## src/rtl/led_arbiter_if.sv

```systemverilog
// led_arbiter_if: display-source requests and images in, grant and LED bank out.
interface led_arbiter_if;
    logic [2:0] req;
    logic [6:0] data0;
    logic [6:0] data1;
    logic [6:0] data2;
    logic [2:0] gnt;
    logic [6:0] led;
    logic       busy;
    modport master (output req, data0, data1, data2, input gnt, led, busy);
    modport slave (input req, data0, data1, data2, output gnt, led, busy);
endinterface

```

## src/rtl/led_arbiter.sv

```systemverilog
// led_arbiter: fixed-priority owner of the active-low LED bank with tick-based
// minimum hold before preemption and a linger that freezes the last image.
module led_arbiter #(
    parameter int TICK_BITS    = 20,
    parameter int MIN_HOLD     = 8,
    parameter int LINGER_TICKS = 63
) (
    input logic clk_50mhz,
    input logic reset,
    led_arbiter_if.slave bus
);
    typedef enum logic [1:0] {IDLE, GRANT, LINGER} state_t;
    localparam logic [7:0] HOLD = 8'(MIN_HOLD);
    localparam logic [7:0] LT   = 8'(LINGER_TICKS);
    state_t               state;
    logic [TICK_BITS-1:0] tick_cnt;
    logic [1:0]           owner;
    logic [7:0]           hold_cnt;
    logic [7:0]           linger_cnt;
    logic                 tick;
    logic [1:0]           hi;
    logic [6:0]           hi_img;
    logic [6:0]           own_img;
    logic                 own_req;
    logic                 take;
    assign tick    = &tick_cnt;
    assign hi      = bus.req[0] ? 2'd0 : bus.req[1] ? 2'd1 : 2'd2;
    assign hi_img  = hi == 2'd0 ? bus.data0 : hi == 2'd1 ? bus.data1 : bus.data2;
    assign own_img = owner == 2'd0 ? bus.data0 : owner == 2'd1 ? bus.data1 : bus.data2;
    assign own_req = bus.req[owner];
    // Any new ownership (from idle, linger, handoff or preemption) goes through take.
    assign take = |bus.req && (state != GRANT || !own_req || (hi < owner && hold_cnt >= HOLD));
    always_ff @(posedge clk_50mhz) begin
        if (reset) begin
            tick_cnt   <= '0;
            state      <= IDLE;
            owner      <= 2'd0;
            hold_cnt   <= '0;
            linger_cnt <= '0;
            bus.gnt    <= '0;
            bus.led    <= 7'h7F;
            bus.busy   <= 1'b0;
        end else begin
            tick_cnt <= tick_cnt + 1'b1;
            if (take) begin
                state    <= GRANT;
                owner    <= hi;
                hold_cnt <= '0;
                bus.gnt  <= 3'b001 << hi;
                bus.led  <= ~hi_img;
                bus.busy <= 1'b1;
            end else if (state == GRANT && !own_req) begin
                bus.gnt    <= '0;
                linger_cnt <= '0;
                if (LINGER_TICKS == 0) begin
                    state    <= IDLE;
                    bus.led  <= 7'h7F;
                    bus.busy <= 1'b0;
                end else begin
                    state <= LINGER;
                end
            end else if (state == GRANT) begin
                bus.led <= ~own_img;
                if (tick && ~&hold_cnt) hold_cnt <= hold_cnt + 1'b1;
            end else if (state == LINGER && linger_cnt == LT) begin
                state    <= IDLE;
                bus.led  <= 7'h7F;
                bus.busy <= 1'b0;
            end else if (state == LINGER) begin
                if (tick && ~&linger_cnt) linger_cnt <= linger_cnt + 1'b1;
            end
        end
    end
endmodule

```

## src/flat_wrapper.sv

```systemverilog
// flat-port wrapper written by rule: the top's interface ports become plain ports
module led_arbiter_flat 
#(
    parameter int TICK_BITS    = 20,
    parameter int MIN_HOLD     = 8,
    parameter int LINGER_TICKS = 63
)
  (clk_50mhz, reset, bus_req, bus_data0, bus_data1, bus_data2, bus_gnt, bus_led, bus_busy);
  led_arbiter_if bus_i ();
  input logic clk_50mhz;
  input logic reset;
  input wire logic [$bits(bus_i.req)-1:0] bus_req;
  input wire logic [$bits(bus_i.data0)-1:0] bus_data0;
  input wire logic [$bits(bus_i.data1)-1:0] bus_data1;
  input wire logic [$bits(bus_i.data2)-1:0] bus_data2;
  output wire logic [$bits(bus_i.gnt)-1:0] bus_gnt;
  output wire logic [$bits(bus_i.led)-1:0] bus_led;
  output wire logic [$bits(bus_i.busy)-1:0] bus_busy;
  assign bus_i.req = bus_req;
  assign bus_i.data0 = bus_data0;
  assign bus_i.data1 = bus_data1;
  assign bus_i.data2 = bus_data2;
  assign bus_gnt = bus_i.gnt;
  assign bus_led = bus_i.led;
  assign bus_busy = bus_i.busy;
  led_arbiter #(.TICK_BITS(TICK_BITS), .MIN_HOLD(MIN_HOLD), .LINGER_TICKS(LINGER_TICKS)) u_core (.clk_50mhz(clk_50mhz), .reset(reset), .bus(bus_i));
endmodule
```

## config.mk

```make
export PLATFORM = sky130hd
export DESIGN_NAME = led_arbiter_flat
export DESIGN_NICKNAME = d
export VERILOG_FILES = /design/src/rtl/led_arbiter_if.sv /design/src/rtl/led_arbiter.sv /design/src/flat_wrapper.sv
export SDC_FILE = /design/constraint.sdc
export NUM_CORES = 1
export LEC_CHECK = 0
export CAP_MARGIN = 0
export CORE_AREA = 2 2 78 80
export CTS_BUF_LIST = sky130_fd_sc_hd__clkbuf_4 sky130_fd_sc_hd__clkbuf_8
export DETAILED_ROUTE_END_ITERATION = 10
export DIE_AREA = 0 0 80 82
export PLACE_DENSITY = 0.79
export SLEW_MARGIN = 0
export SYNTH_ARGS = -nofsm -noshare
export SYNTH_HDL_FRONTEND = slang
export SYNTH_SLANG_ARGS = --single-unit
```

## constraint.sdc

```tcl
create_clock -name clk_50mhz -period 2.1 [get_ports clk_50mhz]
set_clock_uncertainty 0.05 [all_clocks]
set_input_delay 0.21 -clock clk_50mhz [delete_from_list [all_inputs] [get_ports clk_50mhz]]
set_output_delay 0.21 -clock clk_50mhz [all_outputs]
set_load 0.02 [all_outputs]
```

# Word-level counts from Yosys, hierarchy flattened
# Index checks and enable logic that the tools add are counted.
[word_totals] out_inout_bits=11 romBits=0 mem_count=0 register_bits=51 latchBits=0 mem_bits_rw=0 elab_cells=89
[op_classes] n_eq_ne=11 div=0 mul=0 reduce_logical=31 magnitude_cmp=3 n_addsub=3 shift=1 n_mux=27 n_bitwise=4
[op_table] cell="7-bit 2-to-1 mux" count=8
[op_table] cell="8-bit 2-to-1 mux" count=5
[op_table] cell="20-bit by 1-bit adder with 20-bit output (second input constant)" count=1
[op_table] cell="20-bit AND reduction" count=1
[op_table] cell="8-bit by 1-bit adder with 8-bit output (second input constant)" count=2
[op_table] cell="8-bit AND reduction" count=2
[op_table] cell="7-bit inverter" count=2
[op_table] cell="2-bit 2-to-1 mux" count=5
[op_table] cell="2-bit nonzero test" count=5
[op_table] cell="8-bit by 6-bit equality test with 1-bit output (second input constant)" count=1
[op_table] cell="8-bit by 4-bit >= comparator with 1-bit output (second input constant)" count=1
[op_table] cell="2-bit by 1-bit != test with 1-bit output (second input constant)" count=4
[op_table] cell="2-bit by 1-bit equality test with 1-bit output (second input constant)" count=3
[op_table] cell="1-bit logical AND" count=6
[op_table] cell="1-bit 2-to-1 mux" count=6
[op_table] cell="3-bit 2-to-1 mux" count=2
[op_table] cell="2-bit AND reduction" count=3
[op_table] cell="3-bit AND reduction" count=2
[op_table] cell="3-bit nonzero test" count=2
[op_table] cell="5-bit AND reduction" count=1
[op_table] cell="2-bit logical NOT" count=2
[op_table] cell="1-bit logical NOT" count=3
[op_table] cell="2-bit by 3-bit less-than comparator with 1-bit output (second input constant)" count=1
[op_table] cell="3-bit by 2-bit != test with 1-bit output (second input constant)" count=1
[op_table] cell="9 further kinds" count=11

# Logic depth before layout (Yosys ltp)
# Gate-level depths: netlist of the first run.
[depth] ltp_word=8 ltp_mapped=9 depth_no_buf=6

# Worst setup path after synthesis of the first run
# OpenSTA, ideal clock, no wires.
[synth_timing] path_kind="flip-flop to flip-flop" start="reg u_core.owner[1]" end="reg u_core.hold_cnt[6]" slack_ns=0.044 period_less_slack_ns=2.056 arrival_ns=1.867 stages_incl_launch_ff=9 n_path_buf=2 setup_time_ns=0.139 cell_sequence="dfxtp_1 -> buf_2 -> buf_1 -> inv_1 -> ha_1 -> a21boi_1 -> o21a_1 -> o21ai_1 -> nor3_1"
[synth_via] elab_chain_len=7 word_cells_on_any_way=12 classes_between="order compare: 1; mux: 2; bitwise: 1; reduce/logical: 8"
[synth_rtl] item="from (decl)" line_no="led_arbiter.sv:17" source="logic [1:0] owner;"
[synth_rtl] item="from (signal assigned)" line_no="led_arbiter.sv:47" source="owner <= hi;"
[synth_rtl] item="1-bit binary-select mux with 2-bit select" line_no="led_arbiter.sv:30" source="assign own_req = bus.req[owner];"
[synth_rtl] item="1-bit 2-to-1 mux (not written as such)" line_no="led_arbiter.sv:30"
[synth_rtl] item="1-bit logical NOT" line_no="led_arbiter.sv:32, led_arbiter.sv:52"
[synth_rtl] item="1-bit logical OR (2 in a row)" line_no="led_arbiter.sv:32" source="assign take = |bus.req && (state != GRANT || !own_req || (hi < owner && hold_cnt >= HOLD));"
[synth_rtl] item="1-bit logical AND" line_no="led_arbiter.sv:32"
[synth_rtl] item="2-bit OR reduction (no source line)"
[synth_rtl] item="to (signal assigned)" line_no="led_arbiter.sv:64" source="if (tick && ~&hold_cnt) hold_cnt <= hold_cnt + 1'b1;"
[synth_rtl] item="to (decl)" line_no="led_arbiter.sv:18" source="logic [7:0] hold_cnt;"
# Several ways; a longest one is shown, not always the timed one. The select of a mux whose other input is x is not followed.
# A chain may end at the register's enable or synchronous reset.

# Worst setup path in the final report of the first run
[layout_timing] start="reg u_core.linger_cnt[1]" end="reg u_core.linger_cnt[5]"
[layout_via] elab_chain_len=6 word_cells_on_any_way=14 classes_between="add/sub: 1; eq/ne: 2; mux: 5; reduce/logical: 6"
[layout_rtl] item="from (decl)" line_no="led_arbiter.sv:19" source="logic [7:0] linger_cnt;"
[layout_rtl] item="from (signal assigned)" line_no="led_arbiter.sv:70" source="if (tick && ~&linger_cnt) linger_cnt <= linger_cnt + 1'b1;"
[layout_rtl] item="8-bit by 1-bit adder with 8-bit output" line_no="led_arbiter.sv:70"
[layout_rtl] item="8-bit 2-to-1 mux" line_no="led_arbiter.sv:70"
[layout_rtl] item="8-bit 2-to-1 mux" line_no="led_arbiter.sv:69" source="end else if (state == LINGER) begin"
[layout_rtl] item="8-bit 2-to-1 mux" line_no="led_arbiter.sv:65" source="end else if (state == LINGER && linger_cnt == LT) begin"
[layout_rtl] item="8-bit 2-to-1 mux" line_no="led_arbiter.sv:62" source="end else if (state == GRANT) begin"
[layout_rtl] item="8-bit 2-to-1 mux" line_no="led_arbiter.sv:52" source="end else if (state == GRANT && !own_req) begin"
# Several ways; a longest one is shown, not always the timed one. The select of a mux whose other input is x is not followed.

==> results of run 1 <==
layout by cell type (no fill, tap or decap), types with 13 or more instances in the layout:
| cell type | count |
|---|---|
| and3_1 | 13 |
| nand3_1 | 14 |
| clkdlybuf4s50_1 | 36 |
| o21ai_0 | 18 |
| dfxtp_1 | 50 |
| a21oi_1 | 26 |
| nor2_1 | 38 |
| nand2_1 | 19 |
| mux2i_1 | 16 |
| buf_4 | 47 |
stage by stage:
step           setup TNS, ps  setup slack [ps]
5_1_grt                    0             5.782
4_1_cts                    0             2.685
3_3_place_gp           -1993            -172.3
3_5_place_dp           -3117            -243.0
2_1_floorplan              0             43.87
6_report                   0             122.0
report_power, final:
group | switching [W] | internal [W] | total (W)
clock | 0.000355 | 0.000245 | 0.000600
combinational | 0.000188 | 0.000187 | 0.000374
sequential | 0.0000186 | 0.000996 | 0.00101
total | 0.000561 | 0.00143 | 0.00199
registers in the layout, summed over array words and instances, names as in the netlist:
| signal | cells |
|---|---|
| u_core.bus.led | 7 |
| u_core.owner | 2 |
| u_core.hold_cnt | 8 |
| u_core.bus.gnt | 3 |
| u_core.tick_cnt | 20 |
| u_core.bus.busy | 1 |
| u_core.linger_cnt | 8 |
| u_core.state | 2 |
logic make-up after synthesis:
family / after synthesis / share of synthesized area, %
AND/OR/NAND/NOR: 124 / 23.74
adder cells (fa/ha/maj): 5 / 2.244
XOR/XNOR: 20 / 6.284
flip-flops: 51 / 36.62
AO/OA/AOI/OAI: 86 / 20.47
buffers and inverters: 30 / 4.354
multiplexers: 17 / 6.283
routing by layer:
metal / vias to the layer above / track usage (%) / part of all wire [%] / wire, um
met5: - / 0 / 0 / 0
met4: 0 / 7.627 / 1.3 / 89
met3: 9 / 5.055 / 4.4 / 303
met2: 56 / 38.33 / 50 / 3436
met1: 1260 / 26.81 / 44 / 2999
li1: 1362 / - / - / -
tightest hold or removal path: cells and delay by family, from the launching register on:
family | cells | cell delay, ps
flip-flops | 1 | 340
AO/OA/AOI/OAI | 2 | 110
final cells by class:
cell class	count	area (sq um)	share of cell area [%]
multi-input cells	252	1649	45.56
flip-flops and latches	51	1022	28.24
repair buffers	83	713.2	19.70
well taps	75	93.84	2.592
clock buffers	5	68.82	1.901
inverters	12	45.04	1.244
clock inverters	3	27.53	0.7605
worst max path at each step:
stage | end
after detailed placement | u_core.bus.led[6]
after CTS | u_core.hold_cnt[7]
after floorplan | u_core.hold_cnt[6]
final | u_core.linger_cnt[5]
after global routing | u_core.linger_cnt[3]
after global placement | u_core.bus.led[4]
repair_timing:
action                                  in CTS  in global routing
resized for setup                            0                  2
endpoints found under the hold margin        0                  0
hold buffers                                 0                  0
setup buffers                                0                  1
endpoints found under the setup margin       0                 16
==> results_dict.tcl, run 1 <==
set metrics [dict create \
    fillers 482 \
    regToRegSetupSlack_ps 120 \
    r2r_start "u_core.linger_cnt[1]" \
    cts-root-buf "clkbuf_8" \
    synth_top_area_share_pct 36.62 \
    max_slew_margin_pct 70.55 \
    overflow 0 \
    fin_hold_ws_ps 430.6 \
    hold_depth 2 \
    via_per_inst 5.586 \
    yosysTopAreaCell "dfxtp_1" \
    ys_types 53 \
    crit_family "compound AO/OA/AOI/OAI gates" \
    dpl_cell_area_sq_um 3511 \
    cts_buffer_depth 2 \
    drt_iter0_drc 132 \
    min_from "u_core.bus.led[6]" \
    synth_ff_type "dfxtp_1" \
    grt_max_degree 25 \
    drt_pass1_iterations 4 \
    critPathSlowestCell "dfxtp_1" \
    synth_area_per_cell_sq_um 8.371 \
    regToRegEndpoint "u_core.linger_cnt[5]" \
    worstHoldEndpoint "u_core.bus.led[6]" \
    n_antenna_cell 0 \
    crit_cells 7 \
    path_clk_slew_ps 100 \
    cts.sinks 51 \
    ys_ff_latch 51 \
    syn-num-nets 364 \
    max_stage_delay_ps 380 \
    synth-seq-area-share_pct 36.62 \
    dieArea_sq_um 6560 \
    final_layout_size_suffix_gt1_share_pct 16.01 \
    yosysMostFrequentCell "dfxtp_1" \
    vias 2687 \
    final-max-slew-violation-count 0 \
    reg2reg_depth 7 \
    initial_core_util_pct 48.52 \
    worstSetupStartpointType "flop" \
    irDropWorstVdd_v 0.0004840 \
    die_w_um 80 \
    syn_to_final_growth_pct 29.85 \
    portBuffers 36 \
    totalPowerFinal_w 0.001989 \
    critPathLaunch "u_core.linger_cnt[1]" \
    synth_common_cells "51 x dfxtp_1, 38 x nor2_1, 26 x a21oi_1, 19 x nand2_1, 18 x o21ai_0" \
    wl_per_cell_um 14.20 \
    die_height_um 82 \
    crit_arrival_ps 2140 \
    hold_path.class "reg -> reg" \
    yosysWarnings 0 \
    p_per_area_nw_per_um2 549.5 \
    status "finished, final reports clean" \
    place_hpwl_mm 5.178 \
    p_leak_nw 1.405 \
    period_share_pct 94.19 \
    synth_area_sq_um 2788 \
    worstSkewPairLatency_ps 310 \
    grtUsageTotal_pct 22.04 \
    coreArea_sq_um 5746 \
    utilization_pct 63.00 \
    drc 0 \
    rsz0062_at_grt "no" \
    rows 28 \
    post-route-min-period_ps 1978 \
    nets 436 \
    cts_tree "yes" \
    hold_viol 0 \
    finalSetupViolCount 0 \
    cts_htree_levels 2 \
    gp_congestion 0.8597 \
    ant_nets 0 \
    crit_path_end_kind "flop" \
    grt_pass1_vias 2572 \
    crit_required_ps 2260 \
    placed_cells_incl_taps 472 \
    antenna_found_initial 0 \
    fmax_mhz 505.6 \
    grt_pass1_wl_mm 11.49 \
    synth_cells 333 \
    wirelength_mm 6.828 \
    ys_top_cells_by_area "dfxtp_1 37%, mux2i_1 5.7%, nor2_1 5.1%, a21oi_1 4.7%, xnor2_1 3.5%" \
    path_class "reg -> reg" \
    io_pins 37 \
    critical_path.max_fanout 6 \
    cp_cell_sequence "ha_1 -> and2_1 -> a311oi_4 -> buf_4 -> nand3_1 -> o21a_1 -> o311a_1" \
    synth-async-reset-ratio_pct 0 \
    synth_enable_flop_cells 0 \
    cts_made_buffers 5 \
    fin_cells 481 \
    final_cell_area_sq_um 3620 \
    drv_cap 0 \
    worst-path-buf-inv 1 \
    worst_pin_slew_ps 430.6 \
]
(Power assumes the default switching activity.)
==> run 2: changes to the inputs <==
==> constraint.sdc (replaced) <==
create_clock -name clk_50mhz -period 2.1 [get_ports clk_50mhz]
set_clock_uncertainty 0.05 [all_clocks]
set_input_delay 0.42 -clock clk_50mhz [delete_from_list [all_inputs] [get_ports clk_50mhz]]
set_output_delay 0.42 -clock clk_50mhz [all_outputs]
set_load 0.02 [all_outputs]
==> run 2 against run 1 <==
- final area is 3.7% higher
- register-to-register slack hardly changed
- via count is 1.5% higher
- setup slack worse by 14 ps
- die area stayed put
- combinational power is 9.9% higher
- routed wire length is 2.9% higher
- cell count is 0.62% higher
- clock power is 19% higher
- non-clock buffer count is 3 higher
- first-iteration DRC count is 9.8% higher
==> results_dict.tcl, run 2 (synthesis results as in run 1) <==
set metrics [dict create \
    worstSetupStartpointType "flop" \
    initial_core_util_pct 48.52 \
    post-route-min-period_ps 1992 \
    path_class "reg -> reg" \
    min_from "u_core.bus.led[5]" \
    critical_path.max_fanout 7 \
    coreArea_sq_um 5746 \
    largest_reg_flops 20 \
    cts_buffer_depth 2 \
    mostFrequentLayoutCell "dfxtp_1" \
    path_clk_slew_ps 100 \
    grtUsageTotal_pct 20.72 \
    die_w_um 80 \
    cp_cell_sequence "ha_1 -> and2_1 -> a311oi_4 -> buf_4 -> nand3_1 -> o21a_1 -> o311a_1" \
    drt_pass1_iterations 4 \
    critPathSlowestCell "dfxtp_1" \
    hold_path.class "reg -> reg" \
    hold_viol 0 \
    status "finished, final reports clean" \
    dieArea_sq_um 6560 \
    power.share.clock_pct 33.3 \
    nets 439 \
    drv_cap 0 \
    drc 0 \
    final-max-slew-violation-count 0 \
    reg2reg_depth 7 \
    setup_tns_ps 0 \
    hold_depth 2 \
    irDropWorstVdd_v 0.0005571 \
    place_hpwl_mm 5.020 \
    fmax_mhz 501.9 \
    r2r_start "u_core.linger_cnt[0]" \
    portBuffers 36 \
    final_layout_size_suffix_gt1_share_pct 18.58 \
    fillers 462 \
    crit_path_end_kind "flop" \
    worst_pin_slew_ps 387.1 \
    p_sw_w 0.0005770 \
    drt_iter0_drc 145 \
    crit_required_ps 2250 \
    grt_pass1_vias 2443 \
    regToRegSetupSlack_ps 110 \
    vias 2728 \
    grt_max_degree 20 \
    utilization_pct 65.33 \
    cts_tree "yes" \
    p_seq_share_pct 47.5 \
    switching_share_pct 26.91 \
    ant_nets 0 \
    comb_power_share_pct 19.2 \
    regToRegEndpoint "u_core.linger_cnt[5]" \
    die_height_um 82 \
    finalSetupViolCount 0 \
    rsz0062_at_grt "no" \
    max_stage_delay_ps 380 \
    cts_made_buffers 5 \
    wl_per_cell_um 14.52 \
    top_register "u_core.tick_cnt" \
    mostFrequentLayoutCells "51 x dfxtp_1, 46 x buf_4, 36 x nor2_1, 33 x clkdlybuf4s50_1, 26 x a21oi_1" \
    totalPowerFinal_w 0.002144 \
    cts.sinks 51 \
    worstHoldEndpoint "u_core.bus.led[5]" \
    critPathLaunch "u_core.linger_cnt[0]" \
    gp_congestion 0.8643 \
    overflow 0 \
    n_antenna_cell 0 \
    io_pins 37 \
    max_slew_margin_pct 73.99 \
    via_per_inst 5.636 \
    antenna_found_initial 0 \
    p_per_area_nw_per_um2 571.2 \
    crit_arrival_ps 2150 \
    reg.largest.list "u_core.tick_cnt (20), u_core.hold_cnt (8), u_core.linger_cnt (8)" \
    rows 28 \
    grt_pass1_wl_mm 10.75 \
    syn_to_final_growth_pct 34.65 \
    cts-root-buf "clkbuf_8" \
    seq_area_sq_um 1021 \
    multi_input_area_sq_um 1727 \
    worstSkewPairLatency_ps 320 \
    cts_htree_levels 2 \
    p_int_w 0.001567 \
    p_leak_nw 1.470 \
    wirelength_mm 7.026 \
    period_share_pct 94.88 \
    holdBufCountCts 0 \
]
[run 2: changes by cell type in the layout (fill, tap and decap cells not counted), sizes merged]
cell	change
buf	+3
clkinv	-1
bufinv	+1
clkdlybuf4s50	-3
dlymetal6s2s	+3
[run 2: routing by layer]
metal	track usage (%)	vias to the layer above	wire [um]
li1	-	1361	-
met1	26.36	1299	3023
met2	35.83	61	3600
met3	3.407	7	341
met4	6.780	0	60
met5	0	-	0
[run 2: how the worst max path moves through the flow]
stage,slack (ps),depth (start not counted),end
global route,0.3,8,u_core.hold_cnt[5]
finish,110,7,u_core.linger_cnt[5]
CTS,3,10,u_core.hold_cnt[7]
detailed placement,-460,8,u_core.bus.led[1]
global placement,-390,8,u_core.bus.led[4]
floorplan,40,9,u_core.bus.led[1]
[run 2: what timing repair did]
item | CTS | global route
pin swaps | 2 | 7
hold endpoints to repair | 0 | 0
resized for setup | 3 | 20
endpoints found under the setup margin | 14 | 28
cloned | 0 | 1
setup buffers | 1 | 0
[run 2: layout make-up]
| cell class | instances | area share (%) |
|---|---|---|
| flip-flops and latches | 51 | 27.20 |
| well taps | 75 | 2.500 |
| clock buffers | 5 | 1.833 |
| repair buffers | 86 | 20.03 |
| clock inverters | 3 | 1.233 |
| inverters | 12 | 1.200 |
| multi-input cells | 252 | 46.00 |
[run 2: per-stage QoR]
step	cell area [sq um]	instances	hold slack (ps)	setup WS, ps
floorplan	2793	333	379.7	38.93
CTS	3664	483	438.1	3.440
finish	3754	484	433.5	107.5
global placement	3530	474	407.3	-389.8
detailed placement	3530	474	415.6	-462.1
global route	3754	484	456.3	0.2844
[run 2: power by group through the flow]
| stage | clock, W | combinational (W) | sequential, W |
|---|---|---|---|
| CTS | 0.000726 | 0.000386 | 0.00102 |
| detailed placement | 0 | 0.000379 | 0.00104 |
| global placement | 0 | 0.000372 | 0.00104 |
| finish | 0.000715 | 0.000411 | 0.00102 |
| floorplan | 0 | 0.000170 | 0.00106 |
| global route | 0.000757 | 0.000445 | 0.00102 |
[run 2: worst max-delay path: cells and delay by family, from the launching register on]
family | cells | cell delay (ps)
AOI/OAI and AO/OA | 3 | 740
DFF | 1 | 380
and+or+nand+nor | 2 | 290
adders and majority gates | 1 | 250
buffers and inverters | 1 | 180
==> run 3: changes to the inputs <==
==> constraint.sdc (replaced) <==
create_clock -name clk_50mhz -period 2.1 [get_ports clk_50mhz]
set_clock_uncertainty 0.05 [all_clocks]
set_input_delay 0.525 -clock clk_50mhz [delete_from_list [all_inputs] [get_ports clk_50mhz]]
set_output_delay 0.525 -clock clk_50mhz [all_outputs]
set_load 0.02 [all_outputs]
==> run 3 against run 2 <==
- utilization fell by 1.5 points
- global-route usage rose by 0.96 points
- die area did not move
- count of clock-buffer cells in the layout rose by 1
- sequential power barely moved
- critical path type is now in -> reg
- critical endpoint is now u_core.linger_cnt[7]
==> results_dict.tcl, run 3 (synthesis results as in run 1) <==
set metrics [dict create \
    grtUsageTotal_pct 21.68 \
    nets 436 \
    n_antenna_cell 0 \
    worst_pin_slew_ps 436.0 \
    crit_arrival_ps 2200 \
    finalSetupViolCount 0 \
    overflow 0 \
    status "finished, final reports clean" \
    utilization_pct 63.83 \
    grt_max_degree 22 \
    crit_path_end_kind "flop" \
    p_leak_nw 1.442 \
    portBuffers 36 \
    syn_to_final_growth_pct 31.55 \
    cts_buffer_depth 2 \
    hold_viol 0 \
    fmax_mhz 487.6 \
    grt_pass1_wl_mm 11.43 \
    die_height_um 82 \
    ant_nets 0 \
    hold_path.class "reg -> reg" \
    wl_per_cell_um 14.19 \
    drc 0 \
    fin_cells 481 \
    die_w_um 80 \
    reg.largest.list "u_core.tick_cnt (20), u_core.hold_cnt (8), u_core.linger_cnt (8)" \
    max_slew_margin_pct 70.18 \
    worstSetupStartpointType "input port" \
    grt_pass1_vias 2662 \
    coreArea_sq_um 5746 \
    largest_reg_flops 20 \
    cts_made_buffers 5 \
    critical_path.max_fanout 4 \
    p_per_area_nw_per_um2 582.3 \
    initial_core_util_pct 48.52 \
    drt_pass1_iterations 4 \
    period_share_pct 97.66 \
    drt_iter0_drc 191 \
    vias 2704 \
    rsz0062_at_grt "yes" \
    cts.sinks 51 \
    mostFrequentLayoutCell "dfxtp_1" \
    post-route-min-period_ps 2051 \
    gp_congestion 0.8600 \
    placed_cells_incl_taps 472 \
    final_layout_size_suffix_gt1_share_pct 17.73 \
    antenna_found_initial 0 \
    cts_tree "yes" \
    io_pins 37 \
    cts-root-buf "clkbuf_8" \
    drv_cap 0 \
    holdBufCountCts 0 \
    path_class "in -> reg" \
    rows 28 \
    path_clk_slew_ps 100 \
    cts_htree_levels 2 \
    wirelength_mm 6.824 \
    dieArea_sq_um 6560 \
    final_cell_area_sq_um 3667 \
    worstSkewPairLatency_ps 310 \
    crit_required_ps 2250 \
    top_register "u_core.tick_cnt" \
    irDropWorstVdd_v 0.0005609 \
    dpl_cell_area_sq_um 3522 \
    mostFrequentLayoutCells "49 x dfxtp_1, 47 x buf_4, 37 x nor2_1, 33 x clkdlybuf4s50_1, 26 x a21oi_1" \
    final-max-slew-violation-count 0 \
    via_per_inst 5.622 \
    place_hpwl_mm 5.119 \
]
[run 3: per-stage QoR]
step                      TNS (ps)  setup slack, ps  power (W)  hold WS (ps)
after floorplan                  0            14.25   0.001235         379.7
after global placement       -9707           -450.2   0.001407         406.3
after detailed placement    -11190           -497.0   0.001416         406.8
after CTS                        0            6.706   0.002149         424.0
after global routing        -4.183           -4.183   0.002218         458.2
final                            0            49.05   0.002135         417.4
[run 3: path summary, 6_finish.rpt]
kind | slack (ps) | cells after the start | end | startpoint
min reg2reg | 420 | 2 | u_core.bus.busy | u_core.bus.busy
max reg2reg | 100 | 7 | u_core.linger_cnt[7] | u_core.linger_cnt[0]
min | 420 | 2 | u_core.bus.busy | u_core.bus.busy
max | 50 | 7 | u_core.linger_cnt[7] | bus_req[2]
[run 3: repair_timing]
item                                   CTS  global route
pin swaps                                2             4
setup endpoints to repair               23            10
setup buffers                            1             0
gates resized for setup                  5             6
endpoints found under the hold margin    0             0
[run 3: cell type report]
type / instances / area [sq um]
Clock buffer: 6 / 82.58
Clock inverter: 2 / 38.79
Fill cell: 495 / 2078
Inverter: 12 / 45.04
Multi-Input combinational cell: 252 / 1678
Sequential cell: 51 / 1023
Tap cell: 75 / 93.84
Timing Repair Buffer: 83 / 705.7
[run 3: per-layer routing]
metal / wire length, um / GRT usage (%)
met5: 0 / 0
met4: 59 / 5.932
met3: 329 / 3.846
met2: 3483 / 39.08
met1: 2951 / 26.55
[run 3: power breakdown]
| part | leakage [nW] | switching (W) | internal, W |
|---|---|---|---|
| logic | 0.965 | 0.000186 | 0.000190 |
| clock network | 0.0618 | 0.000350 | 0.000393 |
| registers | 0.416 | 0.0000197 | 0.000996 |
[run 3: critical path, cell delays in order]
cell           delay [ps]
dlygate4sd2_1         250
or3_4                 410
a311oi_4              250
buf_4                 190
nand3_2               100
o21a_1                190
o311a_1               290
